--- src/rtl/conv1d_pkg.sv ---
// Shared types and helpers for the conv1d tap sequencer: data widths,
// FSM state encodings and the 16-bit saturation function.
package conv1d_pkg;

    localparam int DATA_W  = 16;
    localparam int PROD_W  = 32;
    localparam int STATE_W = 3;

    localparam logic [STATE_W-1:0] S_IDLE  = 3'd0;
    localparam logic [STATE_W-1:0] S_ISSUE = 3'd1;
    localparam logic [STATE_W-1:0] S_DRAIN = 3'd2;
    localparam logic [STATE_W-1:0] S_OUT   = 3'd3;
    localparam logic [STATE_W-1:0] S_DONE  = 3'd4;

    // Clamp a signed value (sign-extended to 64 bits by the caller) to [-32768, 32767].
    function automatic logic [DATA_W-1:0] sat16(input logic signed [63:0] v);
        if (v > 64'sd32767) begin
            return 16'h7fff;
        end else if (v < -64'sd32768) begin
            return 16'h8000;
        end else begin
            return v[DATA_W-1:0];
        end
    endfunction

endpackage

--- src/rtl/conv1d_round_sat.sv ---
// Combinational output stage: round-half-up, arithmetic shift by SHIFT,
// then saturate to a signed 16-bit sample. ACC_W+1 must not exceed 64.
module conv1d_round_sat
    import conv1d_pkg::*;
#(
    parameter int ACC_W = 40,
    parameter int SHIFT = 8
)(
    input  logic [ACC_W-1:0]  acc,
    output logic [DATA_W-1:0] y
);

    localparam int SH1 = (SHIFT > 0) ? SHIFT - 1 : 0;
    localparam logic signed [ACC_W:0] BIAS = (SHIFT > 0) ? ((ACC_W + 1)'(1) << SH1) : '0;

    logic signed [ACC_W:0] biased;
    logic signed [ACC_W:0] shifted;

    // One guard bit keeps the rounding bias from wrapping near full scale.
    always_comb begin
        biased  = $signed({acc[ACC_W-1], acc}) + BIAS;
        shifted = biased >>> SHIFT;
        y       = sat16(64'(shifted));
    end

endmodule

--- src/rtl/conv1d_tap_sequencer.sv ---
// Drives one shared external 16x16 multiplier through a K-tap 1-D convolution,
// one output at a time, behind an ap_start/ap_done control handshake.
module conv1d_tap_sequencer
    import conv1d_pkg::*;
#(
    parameter int K     = 5,
    parameter int N_OUT = 256,
    parameter int ACC_W = 40,
    parameter int SHIFT = 8,
    localparam int XA_W = ($clog2(N_OUT + K - 1) < 1) ? 1 : $clog2(N_OUT + K - 1),
    localparam int WA_W = ($clog2(K) < 1) ? 1 : $clog2(K)
)(
    input  logic              ap_clk,
    input  logic              ap_rst,
    input  logic              ap_start,
    output logic              ap_done,
    output logic              ap_idle,
    output logic              ap_ready,
    output logic [XA_W-1:0]   x_addr,
    output logic              x_ce,
    input  logic [DATA_W-1:0] x_q,
    output logic [WA_W-1:0]   w_addr,
    output logic              w_ce,
    input  logic [DATA_W-1:0] w_q,
    output logic [DATA_W-1:0] mul_din0,
    output logic [DATA_W-1:0] mul_din1,
    input  logic [PROD_W-1:0] mul_dout,
    output logic [DATA_W-1:0] y_data,
    output logic              y_valid,
    input  logic              y_ready
);

    localparam logic [WA_W-1:0] K_LAST = WA_W'(K - 1);
    localparam logic [XA_W-1:0] N_LAST = XA_W'(N_OUT - 1);

    logic [STATE_W-1:0]       state;
    logic [XA_W-1:0]          n;
    logic [WA_W-1:0]          k;
    logic                     drain_cnt;
    logic                     s1_valid;
    logic                     s2_valid;
    logic signed [PROD_W-1:0] p_reg;
    logic signed [ACC_W-1:0]  acc;
    logic signed [ACC_W-1:0]  acc_next;
    logic [DATA_W-1:0]        y_reg;
    logic [DATA_W-1:0]        rs_y;
    logic                     handshake;

    // Control FSM: walks taps in ISSUE, waits out the 2-stage pipe, then offers y.
    always_ff @(posedge ap_clk) begin
        if (ap_rst) begin
            state     <= S_IDLE;
            n         <= '0;
            k         <= '0;
            drain_cnt <= 1'b0;
        end else begin
            case (state)
                S_IDLE: begin
                    if (ap_start) begin
                        n     <= '0;
                        k     <= '0;
                        state <= S_ISSUE;
                    end
                end
                S_ISSUE: begin
                    if (k == K_LAST) begin
                        k         <= '0;
                        drain_cnt <= 1'b0;
                        state     <= S_DRAIN;
                    end else begin
                        k <= k + 1'b1;
                    end
                end
                S_DRAIN: begin
                    if (drain_cnt) begin
                        state <= S_OUT;
                    end else begin
                        drain_cnt <= 1'b1;
                    end
                end
                S_OUT: begin
                    if (handshake) begin
                        if (n == N_LAST) begin
                            state <= S_DONE;
                        end else begin
                            n     <= n + 1'b1;
                            state <= S_ISSUE;
                        end
                    end
                end
                S_DONE: begin
                    state <= S_IDLE;
                end
                default: begin
                    state <= S_IDLE;
                end
            endcase
        end
    end

    // Multiply pipeline valid bits; reset discards any product still in flight.
    always_ff @(posedge ap_clk) begin
        if (ap_rst) begin
            s1_valid <= 1'b0;
            s2_valid <= 1'b0;
            p_reg    <= '0;
        end else begin
            s1_valid <= (state == S_ISSUE);
            s2_valid <= s1_valid;
            if (s1_valid) begin
                p_reg <= $signed(mul_dout);
            end
        end
    end

    // Next accumulator value, also fed to the output stage so the last product is included.
    always_comb begin
        acc_next = acc;
        if (s2_valid) begin
            acc_next = acc + ACC_W'(p_reg);
        end
    end

    // Accumulator is cleared at frame start and after each accepted output.
    always_ff @(posedge ap_clk) begin
        if (ap_rst) begin
            acc <= '0;
        end else if ((state == S_IDLE && ap_start) || handshake) begin
            acc <= '0;
        end else begin
            acc <= acc_next;
        end
    end

    // Output sample is captured on the way into OUT and held during backpressure.
    always_ff @(posedge ap_clk) begin
        if (ap_rst) begin
            y_reg <= '0;
        end else if (state == S_DRAIN && drain_cnt) begin
            y_reg <= rs_y;
        end
    end

    conv1d_round_sat #(
        .ACC_W (ACC_W),
        .SHIFT (SHIFT)
    ) u_round_sat (
        .acc (acc_next),
        .y   (rs_y)
    );

    // Port decode: memory reads only in ISSUE, multiplier operands zero when S1 idle.
    always_comb begin
        ap_idle   = (state == S_IDLE);
        ap_done   = (state == S_DONE);
        ap_ready  = (state == S_DONE);
        x_ce      = (state == S_ISSUE);
        w_ce      = (state == S_ISSUE);
        x_addr    = '0;
        w_addr    = '0;
        if (state == S_ISSUE) begin
            x_addr = n + XA_W'(k);
            w_addr = k;
        end
        mul_din0  = s1_valid ? x_q : '0;
        mul_din1  = s1_valid ? w_q : '0;
        y_valid   = (state == S_OUT);
        y_data    = y_reg;
        handshake = (state == S_OUT) && y_ready;
    end

endmodule

--- config.mk ---
export PLATFORM = sky130hd
export DESIGN_NAME = conv1d_tap_sequencer
export DESIGN_NICKNAME = d
export VERILOG_FILES = /design/src/rtl/conv1d_pkg.sv /design/src/rtl/conv1d_round_sat.sv /design/src/rtl/conv1d_tap_sequencer.sv
export SDC_FILE = /design/constraint.sdc
export NUM_CORES = 1
export LEC_CHECK = 0
export ABC_AREA = 1
export BUFFER_PORTS_ARGS = -buffer_cell sky130_fd_sc_hd__buf_2
export CORE_AREA = 2 2 170 130
export CTS_CLUSTER_DIAMETER = 150
export DETAILED_ROUTE_END_ITERATION = 16
export DIE_AREA = 0 0 172 132
export GPL_TIMING_DRIVEN = 0
export PLACE_DENSITY_LB_ADDON = 0.2
export SYNTH_ARGS = -nofsm -noshare
export SYNTH_HDL_FRONTEND = slang
export SYNTH_HIERARCHICAL = 1
export SYNTH_SLANG_ARGS = --single-unit
--- constraint.sdc ---
create_clock -name ap_clk -period 10 [get_ports ap_clk]
set_input_delay 0.5 -clock ap_clk [delete_from_list [all_inputs] [get_ports ap_clk]]
set_output_delay 0.5 -clock ap_clk [all_outputs]
set_load 0.05 [all_outputs]
# Yosys cells after proc, flatten, opt, wreduce, memory -nomap -nowiden
# Cells that the tools add are included.
classes:
  n_eq_ne: 11
  n_lt_le_gt_ge: 2
  reduce_logical: 13
  muxes: 22
  add_sub_neg: 5
op_table:
  columns: ["operator", "n"]
  rows:
  - ["two-way mux 16 bit", 4]
  - ["adder 40 x 9 -> 41 bit, second input constant", 1]
  - ["adder 40 x 32 -> 40 bit", 1]
  - ["two-way mux 40 bit", 1]
  - ["two-way mux 9 bit", 4]
  - ["greater-than comparator 33 x 16 -> 1 bit, second input constant", 1]
  - ["less-than comparator 33 x 16 -> 1 bit, second input constant", 1]
  - ["two-way mux 3 bit", 8]
  - ["case mux 9 bit (2 select lines)", 1]
  - ["case mux 3 bit (4 select lines)", 1]
  - ["adder 9 x 1 -> 9 bit, second input constant", 1]
  - ["adder 9 x 3 -> 9 bit", 1]
  - ["equality test 9 x 8 -> 1 bit, second input constant", 1]
  - ["AND reduction 4 bit", 2]
  - ["equality test 3 x 2 -> 1 bit, second input constant", 2]
  - ["equality test 3 bit, second input constant", 2]
  - ["inequality test 2 bit, second input constant", 3]
  - ["case mux 3 bit (2 select lines)", 1]
  - ["nonzero test 2 bit", 3]
  - ["inequality test 2 x 1 -> 1 bit, second input constant", 2]
  - ["AND reduction 2 bit", 2]
  - ["adder 3 x 1 -> 3 bit, second input constant", 1]
  - ["equality test 3 x 1 -> 1 bit, second input constant", 1]
  - ["logical AND 1 bit", 3]
  - ["5 further kinds", 5]
word_totals:
  word_cells: 62
  register_bits: 106

# Depth between registers and ports, before layout
# Gate-level depths: netlist of the first run.
logic_depth:
  depth_word: 6
  mapped_depth: 34
  ltp_nobuf: 33

# By module
# The synthesis of the first run kept the hierarchy.
modules_own_cells:
  columns: ["module", "cells_each", "instances", "seq_area_each_um2", "area_per_inst_um2"]
  rows:
  - ["conv1d_tap_sequencer", 1302, 1, 2122.0, 7796.2]
  - ["conv1d_round_sat", 274, 1, 0.0, 1303.8]

# Worst setup path before layout of the first run
# Ideal clock, no wire load.
synth_timing:
  path_kind: "reg-to-reg"
  start: "register p_reg[0]"
  end: "register y_reg[9] (netlist: y_data[9])"
  setup_ns: 0.071
  slack_ns: 6.702
  path_stages_with_launch: 34
  t_arrival_ns: 3.228
  t_required_ns: 9.929
  path_buffers: 1
  synth_period_minus_slack_ns: 3.298
  path_cell_list: "dfxtp_1 > ha_1 > inv_1 > fa_1 > inv_1 > nand3_1 > nand2_1 > nand2_1 > nand2_2 > nand3_1 > nand2_1 > nand2_1 > nand2_1 > nand2_1 > nand3_1 > nand2_1 > inv_1 > nand2_1 > nor2_1 > nand2_1 > nor2_1 > nand2_1 > nand2_1 > nand2_1 > nor2_1 > nand3_1 > nor2_1 > nand3_1 > nand2_2 > buf_6 > nand2_1 > nand2_1 > nand3_1 > a21oi_1"
synth_via:
  elab_chain_len: 6
synth_lines:
  columns: ["element", "line_no", "source"]
  rows:
  - ["start, declared", "conv1d_tap_sequencer.sv:42", "logic signed [PROD_W-1:0] p_reg;"]
  - ["start signal, assigned", "conv1d_tap_sequencer.sv:111", "p_reg <= $signed(mul_dout);"]
  - ["adder 40 x 32 -> 40 bit *", "conv1d_tap_sequencer.sv:120", "acc_next = acc + ACC_W'(p_reg);"]
  - ["two-way mux 40 bit *", "conv1d_tap_sequencer.sv:119", "if (s2_valid) begin"]
  - ["net acc_next[24]", "conv1d_tap_sequencer.sv:44", "logic signed [ACC_W-1:0] acc_next;"]
  - ["adder 40 x 9 -> 41 bit *", "conv1d_round_sat.sv:21", "biased = $signed({acc[ACC_W-1], acc}) + BIAS;"]
  - ["less-than comparator 33 x 16 -> 1 bit", "conv1d_pkg.sv:19", "end else if (v < -64'sd32768) begin"]
  - ["two-way mux 16 bit", "conv1d_pkg.sv:19", null]
  - ["two-way mux 16 bit *", "conv1d_pkg.sv:17", "if (v > 64'sd32767) begin"]
  - ["net rs_y[9]", "conv1d_tap_sequencer.sv:46", "logic [DATA_W-1:0] rs_y;"]
  - ["end signal, assigned", "conv1d_tap_sequencer.sv:140", "y_reg <= rs_y;"]
  - ["end, declared", "conv1d_tap_sequencer.sv:45", "logic [DATA_W-1:0] y_reg;"]
# Mark *: on every way through the listed nets, which the timed path passes. The rest lies on a longest branch.
# A chain may end at the register's enable or synchronous reset.

# Final worst setup path of the first run
layout_timing:
  start: "register p_reg[0]"
  end: "register y_reg[12] (netlist: y_data[12])"
# Same word-level chain as after synthesis.

==> results.sh, run 1 <==
export IMPL_status="completed"
export IMPL_synth_nets=1686
export IMPL_critPathKind="reg2reg"
export IMPL_via_count=9923
export IMPL_wl_met2_um=11200
export IMPL_routed_wl_um=28500
export IMPL_place_area_um2=10100
export IMPL_largest_reg_flops=40
export IMPL_final_area_um2=10400
export IMPL_syn_cell_area_um2=9070
export IMPL_wl_per_cell_um=14.2
export IMPL_cts_buffers=9
export IMPL_wl_met1_um=14100
export IMPL_slew_headroom_pct=49.9
export IMPL_antenna_found_initial=0
export IMPL_cpMaxStageDelayCell="nor3_2"
export IMPL_setup_viol=0
export IMPL_cpPeakStageDelay_ns=0.39
export IMPL_grt_max_degree=23
export IMPL_worstHoldPathType="in2reg"
export IMPL_dpl_hpwl_um=23500
export IMPL_gr_total_overflow=0
export IMPL_cts_sinks=106
export IMPL_rsz0062_at_grt="no"
export IMPL_tightest_slew_ns=0.752
export IMPL_crit_path_frequent_cell="nand2_1"
export IMPL_dr_pass1_iters=6
export IMPL_die_x_um=172
export IMPL_worst_setup_path_end_kind="flip-flop"
export IMPL_fmax_ghz=0.218
export IMPL_crit_fanout=10
export IMPL_cp_required_ns=10.29
export IMPL_port_buffers=132
export IMPL_fill_cells=2319
export IMPL_core_area_um2=21000
export IMPL_ctsHoldBuffers=0
export IMPL_globalplace_congestion=0.970
export IMPL_arrival_ns=4.88
export IMPL_n_antenna_cell=0
export IMPL_cts_htree_levels=3
export IMPL_timing_final_crit_share_pct=45.9
export IMPL_track_usage_pct=25.5
export IMPL_dieArea_um2=22700
export IMPL_antenna_left=0
export IMPL_p_leak_nw=5.66
export IMPL_area_delta_synth_final_pct=14.7
export IMPL_start_util_pct=43.3
export IMPL_cp_start_kind="flip-flop"
export IMPL_fin_nets=1829
export IMPL_clockRootBuffer="clkbuf_16"
export IMPL_route_met3_wl_um=2640
export IMPL_chipHeight_um=132
export IMPL_holdWs_ns=0.348
export IMPL_drt_iter0_markers=934
export IMPL_placementRows=46
export IMPL_min_period_ns=4.59
export IMPL_routed_via_density=4.95
export IMPL_highest_layer="met4"
export IMPL_maxSlewViolCount=0
export IMPL_finClkSkew_ns=0.0168
export IMPL_hold_violations=0
export IMPL_cts_tree="built"
export IMPL_power_per_cell_area_nw_per_um2=163
export IMPL_grt_pass1_vias=8849
export IMPL_drive_above_1_share_pct=15.7
export IMPL_clock_latency_ns=0.37
export IMPL_synth_avg_cell_area_um2=5.78
export IMPL_yosysWarningCount=6
export IMPL_peakVddDrop_v=0.000103
export IMPL_drc_errors=0
export IMPL_tns_ns=0
export IMPL_cts_clk_slew_worst_paths_ns=0.09
export IMPL_synth_cells=1569
export IMPL_post_cts_buffers=0
export IMPL_clockBufferDepth=2
export IMPL_grt_pass1_wl_um=45800
export IMPL_drv_cap=0
export IMPL_post_cts_resized=0
export IMPL_ioPinCount=134
critical path: cells and delay by family, from the launching register on:
kind,cells,cell delay [ns]
flops,1,0.35
simple gates,21,2.90
buf+inv,3,0.32
fa+ha+maj,2,0.58
xor+xnor,1,0.17
compound gates,1,0.16
worst paths after layout:
path         cells past startpoint    startpoint          to  slack [ns]
min reg2reg                      2     y_data[8]   y_data[8]        0.46
min                              3  mul_dout[11]   p_reg[11]        0.35
max                             28      p_reg[0]  y_data[12]        5.41
max reg2reg                     28      p_reg[0]  y_data[12]        5.41
per-layer routing:
metal	global-route usage, %	vias up
li1	-	5134
met2	36.1	405
met5	0	-
met3	5.16	33
met4	5.79	0
met1	39.2	4351
metrics by stage:
step	setup slack (ns)	instances	power [mW]	util, %
after global routing	5.06	2005	1.82	49.7
after detailed placement	5.63	1989	1.32	48.2
after CTS	5.56	2005	1.71	49.7
after floorplan	6.70	1569	1.12	-
after global placement	5.63	1989	1.31	48.2
final	5.41	2005	1.70	49.7
power breakdown:
part	total [mW]	internal (mW)	switching, mW	leakage [nW]
registers	0.529	0.480	0.0488	0.860
logic	0.789	0.237	0.551	4.64
clock network	0.383	0.183	0.200	0.154
final cells by class:
class / instances / area, µm² / share of cell area (%)
buffer: 40 / 183 / 1.75
sequential: 106 / 2120 / 20.4
clock inverter: 7 / 91.3 / 0.877
clock buffer: 9 / 225 / 2.16
multi-input combinational: 1175 / 5830 / 56.0
inverter: 248 / 935 / 8.98
tap: 288 / 360 / 3.46
timing repair buffer: 132 / 661 / 6.35
cell usage in the layout, fill, tap and decap left out, types with 2 or more instances in the layout:
cell	count
nand4_1	5
a31oi_1	2
ha_1	47
nor2_2	15
nor3_1	17
clkbuf_16	9
nand2_1	493
or2_2	19
buf_6	2
clkinv_8	2
a21oi_2	3
dfxtp_1	106
xor2_1	17
nor2_4	11
nand3b_1	8
buf_2	140
clkbuf_1	27
nand2_2	25
o21ai_0	56
fa_1	2
a211oi_1	3
o21ai_1	10
inv_8	3
nor2_1	233
buf_4	2
a21oi_1	72
o21bai_1	4
xnor2_1	15
and2_1	5
inv_1	234
nand2_4	2
inv_2	11
nand3_1	84
nand3_2	12
nor3_2	5
(Power assumes the default switching activity.)
==> run 2: changes to the inputs <==
==> constraint.sdc (replaced) <==
create_clock -name ap_clk -period 4.44 [get_ports ap_clk]
set_input_delay 0.222 -clock ap_clk [delete_from_list [all_inputs] [get_ports ap_clk]]
set_output_delay 0.222 -clock ap_clk [all_outputs]
set_load 0.05 [all_outputs]
==> results.sh, run 2 (synthesis results as in run 1) <==
export IMPL_min_period_ns=4.18
export IMPL_p_leak_nw=5.71
export IMPL_cp_top_family="simple AND/OR/NAND/NOR gates"
export IMPL_critPathKind="reg2reg"
export IMPL_routed_via_density=4.95
export IMPL_final_area_um2=10600
export IMPL_slew_headroom_pct=49.0
export IMPL_hp_start="mul_dout[11]"
export IMPL_hold_violations=0
export IMPL_timing_rr_start="p_reg[0]"
export IMPL_placementRows=46
export IMPL_setup_viol=0
export IMPL_largest_reg_flops=40
export IMPL_arrival_ns=4.47
export IMPL_critPathBufInv=4
export IMPL_finalPower_mw=3.86
export IMPL_drt_iter0_markers=952
export IMPL_grt_max_degree=23
export IMPL_final_cell_mix="nand2_1 (486), inv_1 (233), nor2_1 (221)"
export IMPL_cpPeakStageDelay_ns=0.36
export IMPL_r2r_worst_path_cells=28
export IMPL_cts_htree_levels=3
export IMPL_drive_above_1_share_pct=17.5
export IMPL_finClkSkew_ns=0.0168
export IMPL_via_count=9939
export IMPL_timing_final_ws_setup_ns=0.262
export IMPL_status="completed"
export IMPL_tns_ns=0
export IMPL_internal_power_mw=2.04
export IMPL_gr_total_overflow=0
export IMPL_dp_cells=1989
export IMPL_cp_start_kind="flip-flop"
export IMPL_globalplace_congestion=0.970
export IMPL_port_buffers=132
export IMPL_antenna_left=0
export IMPL_grt_pass1_wl_um=45800
export IMPL_holdWs_ns=0.0708
export IMPL_fmax_ghz=0.239
export IMPL_cts_buffers=9
export IMPL_dpl_hpwl_um=23500
export IMPL_clock_latency_ns=0.37
export IMPL_preCtsSetupSlack_ns=0.0690
export IMPL_routed_wl_um=28800
export IMPL_cp_required_ns=4.73
export IMPL_clockRootBuffer="clkbuf_16"
export IMPL_timing_final_crit_share_pct=94.1
export IMPL_drc_errors=0
export IMPL_clockBufferDepth=2
export IMPL_maxSlewViolCount=0
export IMPL_tightest_slew_ns=0.766
export IMPL_area_delta_synth_final_pct=16.3
export IMPL_rrSetupSlack_ns=0.26
export IMPL_clkPwrFrac_pct=22.4
export IMPL_crit_fanout=10
export IMPL_antenna_found_initial=0
export IMPL_fill_cells=2297
export IMPL_cts_tree="built"
export IMPL_grt_pass1_vias=8850
export IMPL_place_area_um2=10100
export IMPL_min_path_cells=3
export IMPL_core_area_um2=21000
export IMPL_stdcell_count=2008
export IMPL_cpMaxStageDelayCell="dfxtp_1"
export IMPL_cts_sinks=106
export IMPL_wl_per_cell_um=14.4
export IMPL_r2r_end="y_data[12]"
export IMPL_cts_clk_slew_worst_paths_ns=0.09
export IMPL_switching_share_pct=47.2
export IMPL_crit_path_frequent_cell="nand2_1"
export IMPL_n_antenna_cell=0
export IMPL_layout_cells_most_common="nand2_1"
export IMPL_p_sw_mw=1.82
export IMPL_final_util_pct=50.4
export IMPL_worst_setup_path_end_kind="flip-flop"
export IMPL_ctsHoldBuffers=0
export IMPL_dieArea_um2=22700
export IMPL_ioPinCount=134
export IMPL_drv_cap=0
export IMPL_chipHeight_um=132
export IMPL_peakVddDrop_v=0.000233
export IMPL_start_util_pct=43.3
export IMPL_track_usage_pct=25.5
export IMPL_die_x_um=172
export IMPL_fin_nets=1832
export IMPL_worstHoldPathType="in2reg"
export IMPL_power_frac_seq_pct=30.9
export IMPL_power_per_cell_area_nw_per_um2=366
export IMPL_pwr_share_comb_pct=46.6
export IMPL_dr_pass1_iters=6
export IMPL_min_to="p_reg[11]"
run 2: power by group through the flow:
stage          logic, mW  clock network [mW]  registers [mW]
2_1_floorplan       1.31                   0            1.21
3_3_place_gp        1.75                   0            1.21
3_5_place_dp        1.76                   0            1.21
4_1_cts             1.77               0.882            1.19
5_1_grt             2.01               0.908            1.21
6_report            1.80               0.865            1.19
run 2: worst max-delay path by stage:
stage,slack (ns),startpoint,cells after the start,to
after floorplan,1.14,p_reg[0],33,y_data[9]
after global placement,0.07,p_reg[0],28,y_data[12]
after detailed placement,0.07,p_reg[0],29,y_data[14]
after CTS,0.08,p_reg[0],28,y_data[12]
after global routing,-0.04,p_reg[0],29,y_data[12]
final,0.26,p_reg[0],28,y_data[12]
run 2: area by class of cell:
class,count,area (µm²),share of cell area (%)
inverter,248,935,8.86
multi-input combinational,1175,5950,56.4
clock inverter,7,91.3,0.865
buffer,40,183,1.73
tap,288,360,3.41
timing repair buffer,135,683,6.47
sequential,106,2120,20.1
clock buffer,9,225,2.13
run 2: repair_timing:
item | in CTS | in global routing
setup buffers | 0 | 3
hold endpoints to repair | 0 | 0
setup endpoints to repair | 1 | 15
pin swaps | 0 | 3
resized for setup | 1 | 37
run 2: worst reg2reg max path: cells and delay by family, from the launching register on:
kind | cells | cell delay, ns
AO/OA/AOI/OAI | 1 | 0.16
adder cells (fa/ha/maj) | 2 | 0.57
flip-flops | 1 | 0.36
XOR/XNOR | 1 | 0.17
buffers and inverters | 4 | 0.42
AND/OR/NAND/NOR | 20 | 2.43
run 2: metal layers:
metal  vias to the layer above  share of wire (%)  GRT usage [%]
li1                       5133                  -              -
met1                      4374                 49           39.2
met2                       398                 40           36.1
met3                        34                9.1           5.16
met4                         0                1.9           5.79
met5                         -                  0              0
